===== config.mk =====
export PLATFORM = sky130hd
export DESIGN_NAME = sort_frame_ctrl
export DESIGN_NICKNAME = d
export VERILOG_FILES = /design/src/rtl/sort_pkg.sv /design/src/rtl/sort_sample_packer.sv /design/src/rtl/sort_frame_ctrl.sv
export SDC_FILE = /design/constraint.sdc
export NUM_CORES = 1
export LEC_CHECK = 0
export CAP_MARGIN = 25
export CORE_UTILIZATION = 39
export DETAILED_ROUTE_END_ITERATION = 12
export PLACE_DENSITY = 0.72
export RECOVER_POWER = 100
export SYNTH_ARGS = -nofsm -noshare
export SYNTH_HDL_FRONTEND = slang
export SYNTH_SLANG_ARGS = --single-unit

===== constraint.sdc =====
create_clock -name clk -period 1.5 [get_ports clk]
set_input_delay 0.45 -clock clk [delete_from_list [all_inputs] [get_ports clk]]
set_output_delay 0.45 -clock clk [all_outputs]
set_load 0.005 [all_outputs]

===== src/rtl/sort_pkg.sv =====
// Shared types and defaults for the sort network, its frame controller and the top wrapper.
package sort_pkg;

   localparam int NUM_VALS_DEF = 9;
   localparam int SIZE_DEF     = 8;

   typedef enum logic [1:0] {
      FILL = 2'd0,
      WAIT = 2'd1,
      HOLD = 2'd2
   } state_e;

   // Width of a down-counter that must hold values 0..lat; never narrower than one bit.
   function automatic int lat_width(input int lat);
      return (lat > 0) ? $clog2(lat + 1) : 1;
   endfunction

endpackage


===== src/rtl/sort_sample_packer.sv =====
// Indexed slot writer: places each accepted sample into the next slot of the packed frame.
module sort_sample_packer
   import sort_pkg::*;
#(
   parameter int NUM_VALS = NUM_VALS_DEF,
   parameter int SIZE     = SIZE_DEF,
   localparam int CNT_W   = $clog2(NUM_VALS)
) (
   input  logic                     clk,
   input  logic                     rst,
   input  logic                     clr,
   input  logic                     wr_en,
   input  logic [SIZE-1:0]          wr_data,
   output logic [NUM_VALS*SIZE-1:0] fill_reg,
   output logic [CNT_W-1:0]         fill_cnt,
   output logic                     last_slot
);

   // The next write completes the frame; the controller uses it to leave FILL.
   assign last_slot = (fill_cnt == CNT_W'(NUM_VALS - 1));

   // Slot 0 is the most significant slot; unwritten slots keep their previous contents.
   always_ff @(posedge clk) begin
      if (rst) begin
         fill_reg <= '0;
         fill_cnt <= '0;
      end else if (clr) begin
         fill_cnt <= '0;
      end else if (wr_en) begin
         for (int i = 0; i < NUM_VALS; i++) begin
            if (fill_cnt == CNT_W'(i))
               fill_reg[(NUM_VALS-1-i)*SIZE +: SIZE] <= wr_data;
         end
         fill_cnt <= last_slot ? '0 : fill_cnt + CNT_W'(1);
      end
   end

endmodule


===== src/rtl/sort_frame_ctrl.sv =====
// Frame sequencer around the sort network: fill a frame, wait out the sort latency,
// hand the sorted vector and median out on a valid/ready port.
//
//  state | meaning
//  FILL  | accepting samples into the fill register
//  WAIT  | frame complete, sort_in held, counting down the sort latency
//  HOLD  | result captured, m_valid high until accepted
module sort_frame_ctrl
   import sort_pkg::*;
#(
   parameter int NUM_VALS = NUM_VALS_DEF,
   parameter int SIZE     = SIZE_DEF,
   parameter int SORT_LAT = 0,
   parameter int ID_W     = 8
) (
   input  logic                     clk,
   input  logic                     rst,
   input  logic                     flush,
   input  logic                     s_valid,
   output logic                     s_ready,
   input  logic [SIZE-1:0]          s_data,
   output logic [NUM_VALS*SIZE-1:0] sort_in,
   input  logic [NUM_VALS*SIZE-1:0] sort_out,
   input  logic [SIZE-1:0]          sort_median,
   output logic                     m_valid,
   input  logic                     m_ready,
   output logic [NUM_VALS*SIZE-1:0] m_sorted,
   output logic [SIZE-1:0]          m_median,
   output logic [ID_W-1:0]          m_frame_id,
   output logic                     busy
);

   localparam int CNT_W = $clog2(NUM_VALS);
   localparam int LAT_W = lat_width(SORT_LAT);

   state_e             state, state_nxt;
   logic [CNT_W-1:0]   fill_cnt;
   logic [LAT_W-1:0]   lat_cnt;
   logic [ID_W-1:0]    frame_id;
   logic               last_slot;
   logic               accept, capture, deliver;

   sort_sample_packer #(
      .NUM_VALS (NUM_VALS),
      .SIZE     (SIZE)
   ) u_packer (
      .clk       (clk),
      .rst       (rst),
      .clr       (flush),
      .wr_en     (accept),
      .wr_data   (s_data),
      .fill_reg  (sort_in),
      .fill_cnt  (fill_cnt),
      .last_slot (last_slot)
   );

   // State register.
   always_ff @(posedge clk) begin
      if (rst) state <= FILL;
      else     state <= state_nxt;
   end

   // Next state and handshake decode; flush overrides every transition and drops the beat.
   always_comb begin
      state_nxt = state;
      s_ready   = 1'b0;
      accept    = 1'b0;
      capture   = 1'b0;
      deliver   = 1'b0;
      case (state)
         FILL: begin
            s_ready = 1'b1;
            accept  = s_valid && !flush;
            if (accept && last_slot) state_nxt = WAIT;
         end
         WAIT: begin
            if (lat_cnt == '0) begin
               capture   = !flush;
               state_nxt = HOLD;
            end
         end
         HOLD: begin
            deliver = m_ready && !flush;
            if (deliver) state_nxt = FILL;
         end
         default: state_nxt = FILL;
      endcase
      if (flush) state_nxt = FILL;
   end

   // Latency counter, result capture and frame numbering.
   always_ff @(posedge clk) begin
      if (rst) begin
         lat_cnt  <= '0;
         m_sorted <= '0;
         m_median <= '0;
         m_valid  <= 1'b0;
         frame_id <= '0;
      end else if (flush) begin
         lat_cnt <= '0;
         m_valid <= 1'b0;
      end else begin
         if (accept && last_slot)
            lat_cnt <= LAT_W'(SORT_LAT);
         else if (state == WAIT && lat_cnt != '0)
            lat_cnt <= lat_cnt - LAT_W'(1);
         if (capture) begin
            m_sorted <= sort_out;
            m_median <= sort_median;
            m_valid  <= 1'b1;
         end
         if (deliver) begin
            m_valid  <= 1'b0;
            frame_id <= frame_id + ID_W'(1);
         end
      end
   end

   assign m_frame_id = frame_id;
   assign busy       = (state != FILL) || (fill_cnt != '0);

endmodule


==> results of run 1 <==
-- final timing paths --
kind / from / slack, ns / to / cells after the start
min reg2reg: u_packer.fill_reg[66] / 0.45 / u_packer.fill_reg[66] / 2
min: rst / 0.40 / lat_cnt / 3
max: state[1] / -0.27 / m_sorted[14] / 7
max reg2reg: state[1] / -0.27 / m_sorted[14] / 7
-- routing by layer --
layer / part of all wire / vias up / GRT usage / routed length, um
li1: - / 3471 / - / -
met1: 0.38 / 3787 / 0.363 / 11800
met2: 0.50 / 391 / 0.544 / 15600
met3: 0.066 / 120 / 0.0763 / 2070
met4: 0.053 / 0 / 0.200 / 1660
met5: 0 / - / 0 / 0
-- worst max-delay path, cell delays in order, from the launching register on --
cell,delay [ns]
dfxtp_4,0.37
buf_6,0.12
or4b_4,0.57
buf_12,0.17
buf_12,0.13
buf_16,0.14
nand2_1,0.06
a21oi_1,0.08
-- power breakdown --
group | total [W] | leakage (nW) | internal (W) | switching [W]
Sequential | 0.00447 | 1.40 | 0.00446 | 0.0000101
Clock | 0.00462 | 0.290 | 0.00271 | 0.00191
Combinational | 0.000649 | 3.34 | 0.000353 | 0.000296
-- area by class of cell --
cell class,instances,area share
Antenna cell,2,0.000382
Clock buffer,21,0.0352
Clock inverter,11,0.0111
Inverter,7,0.00201
Multi-Input combinational cell,541,0.320
Sequential cell,168,0.267
Tap cell,216,0.0207
Timing Repair Buffer,405,0.344
-- cell families (layout without fill, tap and decap cells) --
| group | after synthesis | count (layout) |
|---|---|---|
| multiplexers | 1 | 1 |
| flip-flops | 168 | 168 |
| AO/OA/AOI/OAI | 244 | 244 |
| XOR/XNOR | 1 | 1 |
| buffers and inverters | 86 | 444 |
| AND/OR/NAND/NOR | 290 | 290 |
| adder cells (fa/ha/maj) | 5 | 5 |
| other | 0 | 2 |
-- timing repair --
action                                 4_1_cts  5_1_grt
buffers inserted                            47       10
setup endpoints to repair                  327      255
endpoints found under the hold margin        0        0
resized for setup                          505      340
pin swaps                                  212      127
cloned                                      31        5
-- placed cells by master (no fill, tap or decap), drive strengths merged, types with 42 or more instances in the layout --
cell type	synthesis	layout
clkbuf	66	42
o21ai	74	74
dfxtp	168	168
nand2	168	168
dlygate4sd2	0	104
a21oi	161	161
nand3	76	76
clkdlybuf4s15	0	42
buf	13	149
clkdlybuf4s50	0	89
-- per-stage QoR --
step	instances	TNS, ns
floorplan	795	-0.0822
global placement	1254	-83.31
detailed placement	1254	-86.27
CTS	1363	-24.52
global route	1371	-35.83
finish	1371	-30.82
==> flow_metrics.py, run 1 <==
metrics = {
    "run_status": {
        "status": "finished, violations left",
        "violations": "setup timing",
    },
    "timing": {
        "hold_violations": 0,
        "final.period_utilization": 1.18,
        "rsz_0062_raised_after_global_routing": "yes",
        "worst_slew_pin_slew_ns": 0.414,
        "finalClockSkew_ns": 0.00707,
        "timing.fmax_mhz": 563,
        "layout_setup_ws_ns": -0.275,
        "fin_worst_hold_slack_ns": 0.404,
        "layout_min_cycle_time_ns": 1.77,
        "finalSetupViolations": 172,
        "slew_viol_final": 0,
        "relative_slew_slack": 0.724,
    },
    "clock_network": {
        "clock-root-buffer": "clkbuf_16",
        "tritoncts": "built",
        "numCtsBuffers": 17,
        "clk_transition_reported_paths_ns": 0.06,
        "htree_num_levels": 4,
        "cts.sink_count": 168,
        "cts_max_path_buffers": 2,
        "worst_skew_pair.late_latency_ns": 0.43,
        "number_of_hold_repair_buffers_added_at_the_cts_stage": 0,
    },
    "drt": {
        "via_count": 7769,
        "antenna_left": 0,
        "routed_wirelength_mm": 31.2,
        "wire_per_inst_um": 22.7,
        "drc_violations": 0,
        "drt_pass1_iterations": 6,
        "vias_per_std_cell": 5.67,
        "initialDrtViolationCount": 674,
    },
    "logic_synthesis": {
        "synth.avg_cell_area_um2": 8.08,
        "post_synth_fa_ha_maj_area_fraction": 0.00974,
        "yosys.area.top_type": "dfxtp_1",
        "synth_largest_type_area_fraction": 0.524,
        "post_synth_most_frequent_cells": "dfxtp_1 (168), nand2_1 (168), a21oi_1 (161), nand3_1 (76), o21ai_0 (74)",
        "synth_warnings": 0,
        "synth_cell_type_count": 38,
        "share_of_flip_flops_with_an_asynchronous_set_or_reset": 0,
        "synth_top_family_by_area": "simple AND/OR/NAND/NOR gates",
        "synth-simple-area-share": 0.216,
        "synth-seq-cells": 168,
        "synth_compound_area_frac": 0.194,
        "syn-num-nets": 893,
        "synth-xor-area-share": 0.00136,
        "yosysSeqAreaShare": 0.524,
        "synth_enable_flop_cells": 0,
        "ys_top_cells_by_area": "dfxtp_1 (52%), a21oi_1 (13%), nand2_1 (9.8%), nand3_1 (5.9%), o21ai_0 (5.8%)",
        "mux_share_of_post_synthesis_cell_area": 0.00175,
        "postSynth.topFlopCell": "dfxtp_1",
        "mappedNetlistArea_um2": 6420,
        "synthCells": 795,
    },
    "floorplan": {
        "fp.dieW_um": 130,
        "number_of_primary_i_o_pins": 256,
        "initial_utilization": 0.401,
        "die_y_um": 130,
        "fp.dieArea_um2": 17000,
        "placementRows": 46,
        "core_area_um2": 16000,
    },
    "cells_and_area": {
        "count_of_nets_after_finishing": 1238,
        "area.sequential_um2": 3500,
        "final_cell_area_um2": 13100,
        "multiInputGateArea_um2": 4180,
        "drive_gt1_frac": 0.489,
        "syn_to_final_growth_pct": 104,
        "finalCoreUtilization": 0.818,
        "n_fill_cell": 880,
    },
    "power": {
        "cellPowerDensity_nw_per_um2": 744,
        "max-vdd-ir-drop_mv": 0.758,
        "p_leak_nw": 5.04,
        "total_power_w": 0.00974,
    },
    "critical_path": {
        "worst-endpoint-arrival_ns": 2.06,
        "critical_path.endpoint_type": "flop",
        "timing.critical_path.from_type": "flop",
        "crit_path_max_fanout": 5,
        "cp.required_ns": 1.79,
        "crit_type": "flop to flop",
    },
    "global_routing": {
        "antenna_found_initial": 2,
        "aggregate_global_routing_overflow": 0,
        "grt_usage": 0.321,
        "first_global_vias": 7547,
        "grt_pass1_wl_mm": 41.0,
        "grt_max_degree": 71,
    },
    "placed_design": {
        "post-place-ws_ns": -0.635,
        "place_congestion": 0.791,
        "numPortBuffers": 255,
        "hpwlAfterDp_mm": 14.3,
        "dpl_cell_area_um2": 9670,
    },
    "worst_hold_path": {
        "hold_path.class": "primary input to flop",
    },
    "job": {
        "maxCapViolCount": 0,
    },
}
(Power assumes the default switching activity.)
==> inputs of run 2 (changes only) <==
--- a/config.mk
+++ b/config.mk
@@ -6,9 +6,10 @@
 export NUM_CORES = 1
 export LEC_CHECK = 0
 export CAP_MARGIN = 25
-export CORE_UTILIZATION = 39
+export CORE_UTILIZATION = 40
+export CTS_BUF_LIST = sky130_fd_sc_hd__clkbuf_4 sky130_fd_sc_hd__clkbuf_8
 export DETAILED_ROUTE_END_ITERATION = 12
-export PLACE_DENSITY = 0.72
+export PLACE_DENSITY = 0.74
 export RECOVER_POWER = 100
 export SYNTH_ARGS = -nofsm -noshare
 export SYNTH_HDL_FRONTEND = slang
==> flow_metrics.py, run 2 (synthesis results as in run 1) <==
metrics = {
    "power": {
        "net_sw_frac": 0.249,
        "share_clk_of_total_power": 0.411,
        "seq_power_share": 0.505,
        "max-vdd-ir-drop_mv": 0.535,
        "p_comb_frac": 0.083,
        "power_switching_w": 0.00221,
        "cellPowerDensity_nw_per_um2": 655,
        "power.internal_w": 0.00664,
        "total_power_w": 0.00884,
        "p_leak_nw": 4.82,
    },
    "worst_hold_path": {
        "hold_start": "rst",
        "timing.hold.worst_endpoint": "lat_cnt",
        "hold_path.class": "primary input to flop",
        "cell_depth_of_the_worst_hold_path": 3,
    },
    "clock_network": {
        "cts_max_path_buffers": 2,
        "worst_skew_pair.late_latency_ns": 0.47,
        "htree_num_levels": 4,
        "cts.sink_count": 168,
        "clk_transition_reported_paths_ns": 0.09,
        "numCtsBuffers": 17,
        "clock-root-buffer": "clkbuf_8",
        "tritoncts": "built",
    },
    "placed_design": {
        "numPortBuffers": 255,
        "post-place-ws_ns": -0.623,
        "place_congestion": 0.811,
        "hpwlAfterDp_mm": 14.2,
        "placed_cells": 1257,
    },
    "timing": {
        "final.period_utilization": 1.30,
        "relative_slew_slack": 0.675,
        "layout_min_cycle_time_ns": 1.94,
        "timing.fmax_mhz": 514,
        "slew_viol_final": 0,
        "finalClockSkew_ns": 0.0239,
        "rsz_0062_raised_after_global_routing": "yes",
        "timing.setup.tns_ns": -31.62,
        "worst_slew_pin_slew_ns": 0.487,
        "layout_setup_ws_ns": -0.445,
        "hold_violations": 0,
        "fin_worst_hold_slack_ns": 0.379,
        "finalSetupViolations": 169,
    },
    "global_routing": {
        "first_global_vias": 7074,
        "antenna_found_initial": 0,
        "grt_max_degree": 49,
        "grt_pass1_wl_mm": 38.3,
        "aggregate_global_routing_overflow": 0,
        "grt_usage": 0.303,
    },
    "critical_path": {
        "path_delay_family": "buffers and inverters",
        "worstReg2RegStart": "state[0]",
        "worst-endpoint-arrival_ns": 2.29,
        "timing.critical_path.buf_inv": 7,
        "timing.rr.end": "m_median[1]",
        "ordered_cell_list_for_the_critical_path": "buf_6 > buf_6 > buf_6 > nor4b_4 > buf_6 > buf_6 > buf_6 > buf_12 > nand2_2 > a21oi_2",
        "crit_path_max_fanout": 7,
        "cpMaxStageDelayCell": "dfxtp_4",
        "critical_path.endpoint_type": "flop",
        "cpMostUsedCell": "buf_6",
        "timing.critical_path.from_type": "flop",
        "cp.required_ns": 1.84,
        "reg2regPathDepth": 10,
        "reg2reg_slack_ns": -0.44,
        "crit_type": "flop to flop",
        "slowest_delay_ns": 0.38,
    },
    "drt": {
        "drc_violations": 0,
        "antenna_left": 0,
        "vias_per_std_cell": 5.92,
        "via_count": 8253,
        "routed_wirelength_mm": 34.7,
        "wire_per_inst_um": 24.9,
        "drt_pass1_iterations": 5,
        "initialDrtViolationCount": 700,
    },
    "run_status": {
        "status": "finished, violations left",
        "violations": "setup timing",
    },
    "floorplan": {
        "initial_utilization": 0.416,
        "fp.dieArea_um2": 16600,
        "fp.dieW_um": 129,
        "core_area_um2": 15400,
        "placementRows": 45,
        "number_of_primary_i_o_pins": 256,
        "die_y_um": 129,
    },
    "cells_and_area": {
        "mostFrequentLayoutCell": "dfxtp_2",
        "syn_to_final_growth_pct": 110,
        "count_of_nets_after_finishing": 1268,
        "most-common-layout-cells": "dfxtp_2 (126), a21oi_2 (121), clkdlybuf4s15_1 (94), clkdlybuf4s50_1 (90), buf_4 (88)",
        "finalNonFillerCells": 1395,
        "drive_gt1_frac": 0.632,
    },
    "job": {
        "maxCapViolCount": 0,
    },
}
run 2: worst min-delay path, delay by kind of cell:
kind            cells  cell delay [ns]
compound gates      1             0.07
buf+inv             1             0.10
simple gates        1             0.17
run 2: per-stage QoR:
stage | area (um2) | utilization
floorplan | 6480 | -
global placement | 9670 | 0.627
detailed placement | 9670 | 0.627
CTS | 11500 | 0.748
global route | 13500 | 0.876
finish | 13500 | 0.876
run 2: worst max-delay path by stage:
stage	end	cells past startpoint	slack (ns)	start
2_1_floorplan	u_packer.fill_cnt[3]	4	-0.06	state[1]
3_3_place_gp	u_packer.fill_cnt[3]	4	-0.59	flush
3_5_place_dp	m_median[3]	7	-0.62	flush
4_1_cts	busy	4	-0.24	u_packer.fill_cnt[1]
5_1_grt	m_median[1]	10	-0.52	state[0]
6_report	m_median[1]	10	-0.44	state[0]
run 2: power groups by stage:
stage                     logic, W  registers, W  clock network [W]
after floorplan           0.000146       0.00458                  0
after global placement    0.000540       0.00458                  0
after detailed placement  0.000539       0.00458                  0
after CTS                 0.000558       0.00447            0.00353
after global routing      0.000754       0.00447            0.00381
final                     0.000735       0.00447            0.00364
run 2: what timing repair did:
item,CTS,global route
setup buffers,36,42
hold buffers,0,0
pin swaps,102,214
gates resized for setup,648,524
hold endpoints to repair,0,0
gates cloned,19,20
setup endpoints to repair,324,251
run 2: layout make-up:
cell class | instances | area, um2
repair buffers | 435 | 4610
well taps | 211 | 264
inverters | 7 | 26.3
diodes | 1 | 2.50
multi-input cells | 541 | 4640
fillers | 723 | 1920
clock inverters | 11 | 145
clock buffers | 21 | 283
flip-flops and latches | 168 | 3540
run 2: layer usage:
layer / track usage / vias to the layer above / wire, um
met2: 0.508 / 533 / 16900
li1: - / 3515 / -
met1: 0.359 / 4011 / 12400
met4: 0.159 / 0 / 2390
met3: 0.0761 / 194 / 2990
met5: 0 / - / 0
==> inputs of run 3 (changes only) <==
--- a/config.mk
+++ b/config.mk
@@ -6,9 +6,10 @@
 export NUM_CORES = 1
 export LEC_CHECK = 0
 export CAP_MARGIN = 25
-export CORE_UTILIZATION = 40
+export CORE_UTILIZATION = 59
 export CTS_BUF_LIST = sky130_fd_sc_hd__clkbuf_4 sky130_fd_sc_hd__clkbuf_8
 export DETAILED_ROUTE_END_ITERATION = 12
+export DONT_BUFFER_PORTS = 1
 export PLACE_DENSITY = 0.74
 export RECOVER_POWER = 100
 export SYNTH_ARGS = -nofsm -noshare
==> constraint.sdc (replaced) <==
create_clock -name clk -period 1.5 [get_ports clk]
set_input_delay 0.3 -clock clk [delete_from_list [all_inputs] [get_ports clk]]
set_output_delay 0.3 -clock clk [all_outputs]
set_load 0.005 [all_outputs]
==> flow_metrics.py, run 3 (synthesis results as in run 1) <==
metrics = {
    "cells_and_area": {
        "most-common-layout-cells": "nand2_1 (168), dfxtp_1 (163), a21oi_1 (161), nand3_1 (76), o21ai_1 (48)",
        "count_of_nets_after_finishing": 879,
        "final_cell_area_um2": 7420,
        "n_antenna_cell": 0,
        "syn_to_final_growth_pct": 15.6,
        "n_fill_cell": 803,
        "drive_gt1_frac": 0.140,
        "mostFrequentLayoutCell": "nand2_1",
        "finalCoreUtilization": 0.713,
    },
    "timing": {
        "finalClockSkew_ns": 0.0124,
        "layout_min_cycle_time_ns": 1.59,
        "rsz_0062_raised_after_global_routing": "yes",
        "layout_setup_ws_ns": -0.0890,
        "slew_viol_final": 0,
        "final.period_utilization": 1.06,
        "worst_slew_pin_slew_ns": 0.352,
        "timing.fmax_mhz": 629,
        "relative_slew_slack": 0.760,
        "hold_violations": 151,
        "finalSetupViolations": 129,
        "fin_worst_hold_slack_ns": -0.0977,
    },
    "critical_path": {
        "cpMaxStageDelayCell": "or4b_4",
        "slowest_delay_ns": 0.60,
        "critical_path.endpoint_type": "flop",
        "cp.required_ns": 1.85,
        "worst-endpoint-arrival_ns": 1.94,
        "timing.critical_path.from_type": "flop",
        "ordered_cell_list_for_the_critical_path": "buf_4 > or4b_4 > clkbuf_16 > nand2_1 > a21oi_1",
        "timing.critical_path.buf_inv": 2,
        "crit_type": "flop to flop",
        "path_delay_family": "simple AND/OR/NAND/NOR gates",
        "crit_path_max_fanout": 20,
    },
    "floorplan": {
        "core_area_um2": 10400,
        "initial_utilization": 0.616,
        "fp.dieArea_um2": 11300,
        "number_of_primary_i_o_pins": 256,
        "die_y_um": 106,
        "placementRows": 37,
        "fp.dieW_um": 106,
    },
    "global_routing": {
        "grt_usage": 0.293,
        "grt_pass1_wl_mm": 25.9,
        "antenna_found_initial": 0,
        "aggregate_global_routing_overflow": 0,
        "first_global_vias": 5009,
        "grt_max_degree": 163,
    },
    "drt": {
        "vias_per_std_cell": 6.25,
        "initialDrtViolationCount": 562,
        "antenna_left": 0,
        "routed_wirelength_mm": 18.7,
        "via_count": 5817,
        "wire_per_inst_um": 20.1,
        "drc_violations": 0,
        "drt_pass1_iterations": 5,
    },
    "power": {
        "p_leak_nw": 2.38,
        "cellPowerDensity_nw_per_um2": 1060,
        "max-vdd-ir-drop_mv": 0.745,
    },
    "clock_network": {
        "tritoncts": "built",
        "htree_num_levels": 4,
        "cts_max_path_buffers": 2,
        "numCtsBuffers": 17,
        "clk_transition_reported_paths_ns": 0.08,
        "cts.sink_count": 168,
        "clock-root-buffer": "clkbuf_8",
        "worst_skew_pair.late_latency_ns": 0.47,
    },
    "worst_hold_path": {
        "hold_path.class": "primary input to flop",
    },
    "placed_design": {
        "place_congestion": 0.794,
        "numPortBuffers": 0,
        "dpl_cell_area_um2": 6580,
        "hpwlAfterDp_mm": 11.6,
    },
    "run_status": {
        "violations": "hold timing, setup timing",
        "status": "finished, violations left",
    },
    "job": {
        "maxCapViolCount": 0,
    },
}
run 3: cell count changes in the layout (fill, tap and decap cells not counted), moves of 35 or more:
cell,previous run,this run
a21oi_1,39,161
a21oi_2,121,0
buf_4,88,20
clkbuf_2,47,1
clkdlybuf4s15_1,94,0
clkdlybuf4s50_1,90,0
dfxtp_1,37,163
dfxtp_2,126,5
nand2_1,69,168
nand2_4,79,0
nand3_1,29,76
o21ai_1,13,48
run 3: worst paths after layout:
| kind | from | to | slack (ns) | depth (start not counted) |
|---|---|---|---|---|
| worst max-delay path | state[1] | m_sorted[69] | -0.09 | 5 |
| worst min-delay path | rst | m_sorted[40] | -0.1 | 1 |
| worst max register to register | state[1] | m_sorted[69] | -0.09 | 5 |
| worst min register to register | m_sorted[20] | m_sorted[20] | 0.47 | 2 |
run 3: per-stage QoR:
stage | TNS (ns) | instances | setup WS [ns] | power [W]
2_1_floorplan | -0.0661 | 795 | -0.0617 | 0.00473
3_3_place_gp | -0.0163 | 882 | -0.0143 | 0.00466
3_5_place_dp | -1.86 | 882 | -0.0472 | 0.00466
4_1_cts | -0.499 | 915 | -0.0599 | 0.00787
5_1_grt | -11.67 | 930 | -0.133 | 0.00810
6_report | -4.89 | 930 | -0.0890 | 0.00787
run 3: area by class of cell:
class                      instances  area, um2  share of cell area
timing repair buffer              46        572              0.0770
tap                              136        170              0.0229
inverter                           7       26.3             0.00354
sequential                       168       3370               0.454
clock inverter                     6       88.8              0.0120
multi-input combinational        541       2870               0.387
clock buffer                      26        327              0.0440
run 3: worst reg2reg max path, stage by stage, from the launching register on:
cell and delay, ns:
dfxtp_2 0.35, buf_4 0.14, or4b_4 0.60, clkbuf_16 0.24, nand2_1 0.08, a21oi_1 0.07
run 3: repair_timing:
item | CTS | global route
cloned | 0 | 12
endpoints found under the hold margin | 159 | 159
pin swaps | 4 | 5
setup endpoints to repair | 127 | 159
gates resized for setup | 18 | 81
setup buffers | 1 | 3
run 3: layer usage:
metal  global-route usage  wire length (um)  vias to the layer above  part of all wire
li1                     -                 -                     2711                 -
met2                0.468              9110                      316              0.49
met1                0.353              7090                     2752              0.38
met5                    0                 0                        -                 0
met4                0.126               380                        0             0.020
met3                0.109              2120                       38              0.11
run 3: where the power goes:
part           internal (W)  total [W]  switching (W)
Sequential          0.00447    0.00448      0.0000106
Combinational     0.0000474  0.0000875      0.0000402
Clock               0.00175    0.00330        0.00155
Total               0.00627    0.00787        0.00160
